--- src/rtl/fir_pkg.sv ---
// Shared definitions for the FIR output writer: default widths, frame geometry,
// state encoding and a saturating counter helper.
package fir_pkg;

    localparam int IN_W_DEF  = 22;
    localparam int OUT_W_DEF = 12;
    localparam int SHIFT_DEF = 10;
    localparam int FILL_DEF  = 6;
    localparam int FRAME_LEN = 256;
    localparam int ADDR_W    = 8;

    typedef enum logic [1:0] {
        ST_IDLE  = 2'd0,
        ST_FILL  = 2'd1,
        ST_WRITE = 2'd2,
        ST_DONE  = 2'd3
    } state_e;

    function automatic logic [7:0] sat_inc8(input logic [7:0] v);
        return (v == 8'hFF) ? v : v + 8'd1;
    endfunction

endpackage

--- src/rtl/fir_round_sat.sv ---
// Combinational quantiser: round-half-up right shift, then clamp to the signed
// OUT_W range. clip_o flags samples that needed clamping.
module fir_round_sat
    import fir_pkg::*;
#(
    parameter int IN_W  = IN_W_DEF,
    parameter int OUT_W = OUT_W_DEF,
    parameter int SHIFT = SHIFT_DEF
) (
    input  logic [IN_W-1:0]  x_i,
    output logic [OUT_W-1:0] q_o,
    output logic             clip_o
);

    localparam logic [IN_W:0]        HALF  = (IN_W+1)'(1) << (SHIFT-1);
    localparam logic signed [IN_W:0] MAX_V = (IN_W+1)'((2**(OUT_W-1)) - 1);
    localparam logic signed [IN_W:0] MIN_V = (IN_W+1)'(-(2**(OUT_W-1)));

    logic signed [IN_W:0] sum;
    logic signed [IN_W:0] shifted;

    // One extra bit so the rounding offset can never overflow the sum
    assign sum     = $signed({x_i[IN_W-1], x_i} + HALF);
    assign shifted = sum >>> SHIFT;

    always_comb begin
        q_o    = shifted[OUT_W-1:0];
        clip_o = 1'b0;
        if (shifted > MAX_V) begin
            q_o    = MAX_V[OUT_W-1:0];
            clip_o = 1'b1;
        end else if (shifted < MIN_V) begin
            q_o    = MIN_V[OUT_W-1:0];
            clip_o = 1'b1;
        end
    end

endmodule

--- src/rtl/fir_out_writer.sv ---
// Writes one 256-sample frame of quantised FIR output into the result memory,
// skipping the filter fill cycles after start.
//
//   state    | meaning
//   ST_IDLE  | waiting for start
//   ST_FILL  | counting down filter pipeline fill cycles
//   ST_WRITE | one memory write per cycle, addresses 0..255
//   ST_DONE  | release memory strobes, pulse done
module fir_out_writer
    import fir_pkg::*;
#(
    parameter int IN_W  = IN_W_DEF,
    parameter int OUT_W = OUT_W_DEF,
    parameter int SHIFT = SHIFT_DEF,
    parameter int FILL  = FILL_DEF
) (
    input  logic              clk,
    input  logic              rstn,
    input  logic              start,
    input  logic              stop,
    input  logic [IN_W-1:0]   din,
    output logic              NWRT,
    output logic              NCE,
    output logic [7:0]        ADDR,
    output logic [OUT_W-1:0]  DO,
    output logic              busy,
    output logic              done,
    output logic [7:0]        sat_cnt
);

    state_e             state_q;
    logic [7:0]         fill_cnt_q;
    logic [7:0]         wr_cnt_q;
    logic               nwrt_q;
    logic               nce_q;
    logic [7:0]         addr_q;
    logic [OUT_W-1:0]   do_q;
    logic               busy_q;
    logic               done_q;
    logic [7:0]         sat_cnt_q;

    logic [OUT_W-1:0]   q_d;
    logic               clip_d;

    fir_round_sat #(
        .IN_W  (IN_W),
        .OUT_W (OUT_W),
        .SHIFT (SHIFT)
    ) u_round_sat (
        .x_i    (din),
        .q_o    (q_d),
        .clip_o (clip_d)
    );

    always_ff @(posedge clk or negedge rstn) begin
        if (!rstn) begin
            state_q    <= ST_IDLE;
            fill_cnt_q <= '0;
            wr_cnt_q   <= '0;
            nwrt_q     <= 1'b1;
            nce_q      <= 1'b1;
            addr_q     <= '0;
            do_q       <= '0;
            busy_q     <= 1'b0;
            done_q     <= 1'b0;
            sat_cnt_q  <= '0;
        end else begin
            done_q <= 1'b0;
            if (stop) begin
                state_q <= ST_IDLE;
                nwrt_q  <= 1'b1;
                nce_q   <= 1'b1;
                busy_q  <= 1'b0;
            end else begin
                case (state_q)
                    ST_IDLE: begin
                        if (start) begin
                            state_q    <= ST_FILL;
                            fill_cnt_q <= 8'(FILL - 1);
                            sat_cnt_q  <= '0;
                            busy_q     <= 1'b1;
                        end
                    end
                    ST_FILL: begin
                        if (fill_cnt_q == 8'd0) begin
                            state_q  <= ST_WRITE;
                            wr_cnt_q <= '0;
                        end else begin
                            fill_cnt_q <= fill_cnt_q - 8'd1;
                        end
                    end
                    ST_WRITE: begin
                        do_q     <= q_d;
                        addr_q   <= wr_cnt_q;
                        nwrt_q   <= 1'b0;
                        nce_q    <= 1'b0;
                        wr_cnt_q <= wr_cnt_q + 8'd1;
                        if (clip_d) begin
                            sat_cnt_q <= sat_inc8(sat_cnt_q);
                        end
                        // Address 255 is the last write of the frame
                        if (wr_cnt_q == 8'(FRAME_LEN - 1)) begin
                            state_q <= ST_DONE;
                            busy_q  <= 1'b0;
                        end
                    end
                    ST_DONE: begin
                        nwrt_q  <= 1'b1;
                        nce_q   <= 1'b1;
                        done_q  <= 1'b1;
                        state_q <= ST_IDLE;
                    end
                    default: state_q <= ST_IDLE;
                endcase
            end
        end
    end

    assign NWRT    = nwrt_q;
    assign NCE     = nce_q;
    assign ADDR    = addr_q;
    assign DO      = do_q;
    assign busy    = busy_q;
    assign done    = done_q;
    assign sat_cnt = sat_cnt_q;

endmodule

--- config.mk ---
export PLATFORM = sky130hd
export DESIGN_NAME = fir_out_writer
export DESIGN_NICKNAME = d
export VERILOG_FILES = /design/src/rtl/fir_pkg.sv /design/src/rtl/fir_round_sat.sv /design/src/rtl/fir_out_writer.sv
export SDC_FILE = /design/constraint.sdc
export NUM_CORES = 1
export LEC_CHECK = 0
export CORE_MARGIN = 5
export CORE_UTILIZATION = 52
export DETAILED_ROUTE_END_ITERATION = 6
export MAX_ROUTING_LAYER = met4
export PLACE_DENSITY = 0.84
export SYNTH_ARGS = -nofsm -noshare
export SYNTH_HDL_FRONTEND = slang
export SYNTH_HIERARCHICAL = 1
export SYNTH_SLANG_ARGS = --single-unit
--- constraint.sdc ---
create_clock -name clk -period 3.35 [get_ports clk]
set_clock_uncertainty 0.15 [all_clocks]
set_input_delay 0.8375 -clock clk [delete_from_list [all_inputs] [get_ports clk]]
set_output_delay 0.8375 -clock clk [all_outputs]
set_load 0.01 [all_outputs]
==> impl_metrics.py, run 1 <==
metrics = {
    "status": {
        "status": "finished, final reports clean",
    },
    "sta": {
        "min_period_ps": 3140,
        "period_share_pct": 93.7,
        "slew_headroom_pct": 49.0,
        "tns_ps": 0,
        "tightest_slew_ps": 759,
        "fmax_mhz": 319,
        "slew_viol_final": 0,
        "rsz0062_at_grt": "no",
        "report.final.setup_viol": 0,
        "hold_viol_final": 0,
    },
    "drt": {
        "firstDrtPassIters": 4,
        "antenna_left": 0,
        "route.detailed.drc": 0,
        "via_per_inst": 5.90,
        "wire_per_inst_microns": 15.2,
        "wirelength_microns": 7290,
        "first_iter_violations": 244,
        "vias": 2826,
    },
    "logic_synthesis": {
        "netlist_instances": 349,
        "synth_nets": 384,
        "synth.most_common_cell": "nand2_1",
        "synthTopCellsByArea": "dfrtp_1 (40%), nand2_1 (9.9%), ha_1 (3.7%)",
        "synth-seq-cells": 49,
        "yosysTopAreaCellShare_pct": 39.7,
        "syn_area_per_cell_sq_um": 8.67,
        "yosysWarnings": 6,
        "ys_seq_area_share_pct": 40.6,
        "synth.distinct_cells": 62,
        "synth.largest_area_cell": "dfrtp_1",
        "synth-edff-count": 0,
        "synth-async-reset-ratio_pct": 100,
        "syn-cell-area_sq_um": 3030,
        "ys_top_cells_by_count": "nand2_1 (80), dfrtp_1 (48), o21ai_0 (15)",
        "synth_ff_type": "dfrtp_1",
    },
    "power_and_ir_drop": {
        "seqPwrFrac_pct": 39.2,
        "p_leak_nw": 1.63,
        "switchingPower_mw": 0.903,
        "combPwrFrac_pct": 44.4,
        "ir_drop_v": 0.000302,
        "switching_share_pct": 38.2,
        "p_int_mw": 1.46,
        "clock_power_share_pct": 16.4,
        "power_mw": 2.36,
        "powerDensity_nw_per_um2": 629,
    },
    "setup_path": {
        "r2r-end": "wr_cnt_q[5]",
        "crit_start": "din[9]",
        "r2r_slack_ps": 660,
        "crit_type": "input pin to flop",
        "crit_fanout": 4,
        "crit_required_ps": 3400,
        "cp-endpoint": "sat_cnt[7]",
        "reg2regPathDepth": 6,
        "worst_ep_arrival_time_ps": 3190,
        "crit_path_end_kind": "flop",
        "r2r_start": "state_q[1]",
        "startpoint_type": "input pin",
    },
    "placed_design": {
        "dp_hpwl_microns": 5220,
        "port_buffers": 48,
        "gp_congestion": 0.899,
    },
    "min_path": {
        "hold_path.startpoint": "ADDR[6]",
        "hold_path.class": "flop to flop",
        "whs_path_depth": 2,
    },
    "final_layout": {
        "drive_above_1_share_pct": 12.0,
        "fin_util_pct": 67.3,
        "area_delta_synth_final_pct": 24.0,
        "fill_cells": 458,
        "n_antenna_cell": 0,
        "nets": 441,
    },
    "clocking": {
        "clk_latency_ps": 300,
        "tritoncts": "built",
        "cts_sinks": 49,
        "cts_max_path_buffers": 2,
        "cts-root-buf": "clkbuf_8",
        "ctsResizeCount": 0,
        "cts_buffers": 5,
        "ctsHtreeMaxLevel": 2,
        "path_clk_slew_ps": 90,
        "cts_setup_buffers": 0,
        "ctsHoldBuffers": 0,
    },
    "die": {
        "die_w_microns": 86.3,
        "rows": 27,
        "coreArea_sq_um": 5570,
        "dieHeight_microns": 86.3,
        "initial_core_util_pct": 54.3,
        "die_area_sq_um": 7450,
        "ios": 58,
    },
    "global_routing": {
        "antenna_found_initial": 0,
        "grt_pass1_vias": 2755,
        "grt_max_degree": 50,
        "grt_pass1_wl_microns": 12700,
        "grt_usage_pct": 21.3,
        "grt_overflow": 0,
    },
    "flow_run": {
        "timing.max_cap.violations": 0,
    },
}
-- power groups by stage --
stage	Combinational (mW)	Sequential, mW	Clock, mW
finish	1.05	0.926	0.387
global route	1.17	0.961	0.421
CTS	1.05	0.927	0.394
detailed placement	1.05	0.935	0
global placement	1.02	0.925	0
floorplan	0.652	0.938	0
-- per-stage QoR --
step	instances	hold WS (ps)	area, sq um	setup slack [ps]
after global routing	479	350	3750	50.9
after global placement	471	306	3650	7.52
after floorplan	349	325	3030	508
after detailed placement	471	312	3650	-47.7
after CTS	479	333	3750	228
final	479	333	3750	211
-- layout make-up --
class	instances	area (sq um)	share of cell area, %
Multi-Input combinational cell	274	1690	44.9
Clock buffer	7	96.3	2.57
Timing Repair Buffer	66	611	16.3
Inverter	10	37.5	1.00
Tap cell	72	90.1	2.40
Clock inverter	1	5.00	0.133
Sequential cell	49	1230	32.7
-- how the worst min path moves through the flow --
stage | end | slack, ps
detailed placement | DO[0] | 310
CTS | DO[4] | 330
floorplan | ADDR[7] | 330
global route | DO[4] | 350
finish | ADDR[6] | 330
global placement | ADDR[4] | 310
-- logic make-up after synthesis --
logic type | count (synthesis) | share of synthesized area (%)
AND/OR/NAND/NOR | 186 | 32.8
AO/OA/AOI/OAI | 63 | 14.0
flip-flops | 49 | 40.6
buffers and inverters | 26 | 3.72
multiplexers | 9 | 3.18
adder cells (fa/ha/maj) | 9 | 3.72
XOR/XNOR | 7 | 2.03
-- worst max-delay path, cell delays in order --
cell and delay (ps):
clkdlybuf4s50_1 460, and2_1 220, and2_1 200, a21o_1 190, a21oi_1 210, nand3_1 160
nor4b_1 360, mux2_2 380, a22o_1 180
-- routing by layer --
metal  vias up  routed length [microns]  GRT usage (%)
met5         -                        0              -
met4         0                       85           6.09
met3        11                      304           2.57
met2        76                     3600           34.8
met1      1375                     3300           28.0
li1       1364                        -              -
-- registers in the layout (all words and copies together) (netlist names) --
signal,count
wr_cnt_q,8
sat_cnt,8
fill_cnt_q,8
busy,1
done,1
DO,12
ADDR,8
state_q,2
NCE,1
-- cells in the final DEF (no fill, tap or decap), types with 8 or more instances in the layout --
cell	synthesis	layout
o21ai_0	15	15
ha_1	9	9
o31ai_1	8	8
dfrtp_1	48	48
nor3_1	13	13
nand2_1	80	80
nand3_1	10	10
or3_1	8	8
clkdlybuf4s50_1	0	47
buf_4	1	18
nand2b_1	12	12
a21oi_1	14	14
nor2_1	12	12
inv_1	10	10
No activity file was read; power rests on OpenSTA's default activity.
==> run 2, diff against run 1 <==
--- a/config.mk
+++ b/config.mk
@@ -5,8 +5,10 @@
 export SDC_FILE = /design/constraint.sdc
 export NUM_CORES = 1
 export LEC_CHECK = 0
+export CELL_PAD_IN_SITES_DETAIL_PLACEMENT = 1
+export CELL_PAD_IN_SITES_GLOBAL_PLACEMENT = 2
 export CORE_MARGIN = 5
-export CORE_UTILIZATION = 52
+export CORE_UTILIZATION = 31
 export DETAILED_ROUTE_END_ITERATION = 6
 export MAX_ROUTING_LAYER = met4
 export PLACE_DENSITY = 0.84
==> impl_metrics.py, run 2 (same netlist as run 1, synthesis figures left out) <==
metrics = {
    "setup_path": {
        "r2r-end": "wr_cnt_q[5]",
        "crit_type": "input pin to flop",
        "crit_required_ps": 3410,
        "worst_ep_arrival_time_ps": 3070,
        "crit_path_end_kind": "flop",
        "reg2regPathDepth": 6,
        "crit_fanout": 4,
        "startpoint_type": "input pin",
        "r2r_slack_ps": 660,
        "r2r_start": "state_q[1]",
    },
    "final_layout": {
        "finalNonFillerCells": 544,
        "area_delta_synth_final_pct": 28.8,
        "drive_above_1_share_pct": 13.1,
        "fill_cells": 1170,
        "n_antenna_cell": 0,
        "nets": 445,
        "final_cell_mix": "nand2_1 (80), dfrtp_1 (48), clkdlybuf4s50_1 (47), buf_4 (21), o21ai_0 (15)",
        "largest_register_ffs": 12,
        "final_common_cell": "nand2_1",
        "fin_util_pct": 40.4,
    },
    "die": {
        "initial_core_util_pct": 31.4,
        "die_area_sq_um": 11800,
        "coreArea_sq_um": 9640,
        "dieHeight_microns": 109,
        "ios": 58,
        "rows": 36,
        "die_w_microns": 109,
    },
    "clocking": {
        "tritoncts": "built",
        "ctsHtreeMaxLevel": 2,
        "cts_max_path_buffers": 2,
        "cts-root-buf": "clkbuf_8",
        "cts_buffers": 5,
        "cts_sinks": 49,
        "path_clk_slew_ps": 100,
        "ctsHoldBuffers": 0,
        "clk_latency_ps": 310,
    },
    "flow_run": {
        "timing.max_cap.violations": 0,
    },
    "sta": {
        "slew_viol_final": 0,
        "slew_headroom_pct": 49.0,
        "whs_ps": 330,
        "report.final.setup_viol": 0,
        "tightest_slew_ps": 758,
        "period_share_pct": 89.8,
        "setup_ws_ps": 341,
        "rsz0062_at_grt": "no",
        "min_period_ps": 3010,
        "fmax_mhz": 332,
        "hold_viol_final": 0,
    },
    "drt": {
        "first_iter_violations": 79,
        "wirelength_microns": 8260,
        "routed.top_layer": "met4",
        "via_per_inst": 5.11,
        "route.detailed.drc": 0,
        "vias": 2778,
        "wl_met1_microns": 3830,
        "wl_met3_microns": 136,
        "wire_per_inst_microns": 15.2,
        "route.met2.wl_microns": 4180,
        "firstDrtPassIters": 4,
        "antenna_left": 0,
    },
    "power_and_ir_drop": {
        "powerDensity_nw_per_um2": 630,
        "power_mw": 2.46,
        "p_leak_nw": 1.66,
        "ir_drop_v": 0.000282,
    },
    "global_routing": {
        "antenna_found_initial": 0,
        "grt_overflow": 0,
        "grt_max_degree": 50,
        "grt_pass1_vias": 3043,
        "grt_usage_pct": 15.7,
        "grt_pass1_wl_microns": 14700,
    },
    "status": {
        "status": "finished, final reports clean",
    },
    "min_path": {
        "hold_path.startpoint": "ADDR[5]",
        "min_to": "ADDR[5]",
        "whs_path_depth": 2,
        "hold_path.class": "flop to flop",
    },
    "placed_design": {
        "dp_hpwl_microns": 6030,
        "port_buffers": 48,
        "place_inst": 536,
        "pre_cts_ws_ps": -36.8,
        "gp_congestion": 0.805,
    },
}
## run 2: power by group
part,internal (mW),switching [mW],leakage [nW],total (mW)
Combinational,0.508,0.564,0.963,1.07
Clock,0.243,0.213,0.0574,0.456
Sequential,0.769,0.160,0.637,0.929
## run 2: repair_timing
item                       CTS  global route
resized for setup            0             1
setup buffers                0             0
setup endpoints to repair    0             1
## run 2: worst max path at each step
stage | start | end | slack, ps | cells past startpoint
after CTS | din[9] | sat_cnt[7] | 290 | 9
after floorplan | din[11] | sat_cnt[7] | 510 | 8
after global routing | din[9] | sat_cnt[5] | 100 | 9
after global placement | din[9] | sat_cnt[7] | -10 | 9
after detailed placement | din[9] | sat_cnt[7] | -40 | 9
final | din[9] | sat_cnt[5] | 340 | 9
## run 2: metal layers
| layer | vias to the layer above | global-route usage, % |
|---|---|---|
| li1 | 1363 | - |
| met5 | - | - |
| met1 | 1369 | 19.6 |
| met3 | 10 | 1.95 |
| met2 | 36 | 27.1 |
| met4 | 0 | 3.70 |
## run 2: cell type report
type | count | area (sq um) | share of cell area [%]
inverter | 10 | 37.5 | 0.963
tap | 133 | 166 | 4.27
timing repair buffer | 70 | 653 | 16.8
clock buffer | 6 | 82.6 | 2.12
clock inverter | 2 | 37.5 | 0.963
sequential | 49 | 1230 | 31.5
multi-input combinational | 274 | 1690 | 43.4
## run 2: stage by stage
step,TNS [ps],area [sq um]
after floorplan,0,3030
after global placement,-12.6,3770
after detailed placement,-36.8,3770
after CTS,0,3890
after global routing,0,3900
final,0,3900
## run 2: worst max-delay path, cell delays in order
cell and delay, ps:
clkdlybuf4s50_1 460, and2_1 210, and2_1 170, a21o_1 180, a21oi_1 220, nand3_1 170
nor3b_1 280, mux2_2 360, a22o_1 170
==> run 3, diff against run 2 <==
--- a/config.mk
+++ b/config.mk
@@ -12,6 +12,7 @@
 export DETAILED_ROUTE_END_ITERATION = 6
 export MAX_ROUTING_LAYER = met4
 export PLACE_DENSITY = 0.84
+export SKIP_LAST_GASP = 1
 export SYNTH_ARGS = -nofsm -noshare
 export SYNTH_HDL_FRONTEND = slang
 export SYNTH_HIERARCHICAL = 1
==> results of run 3 <==
No change in the layout: final DEF, timing and power equal those of run 2.
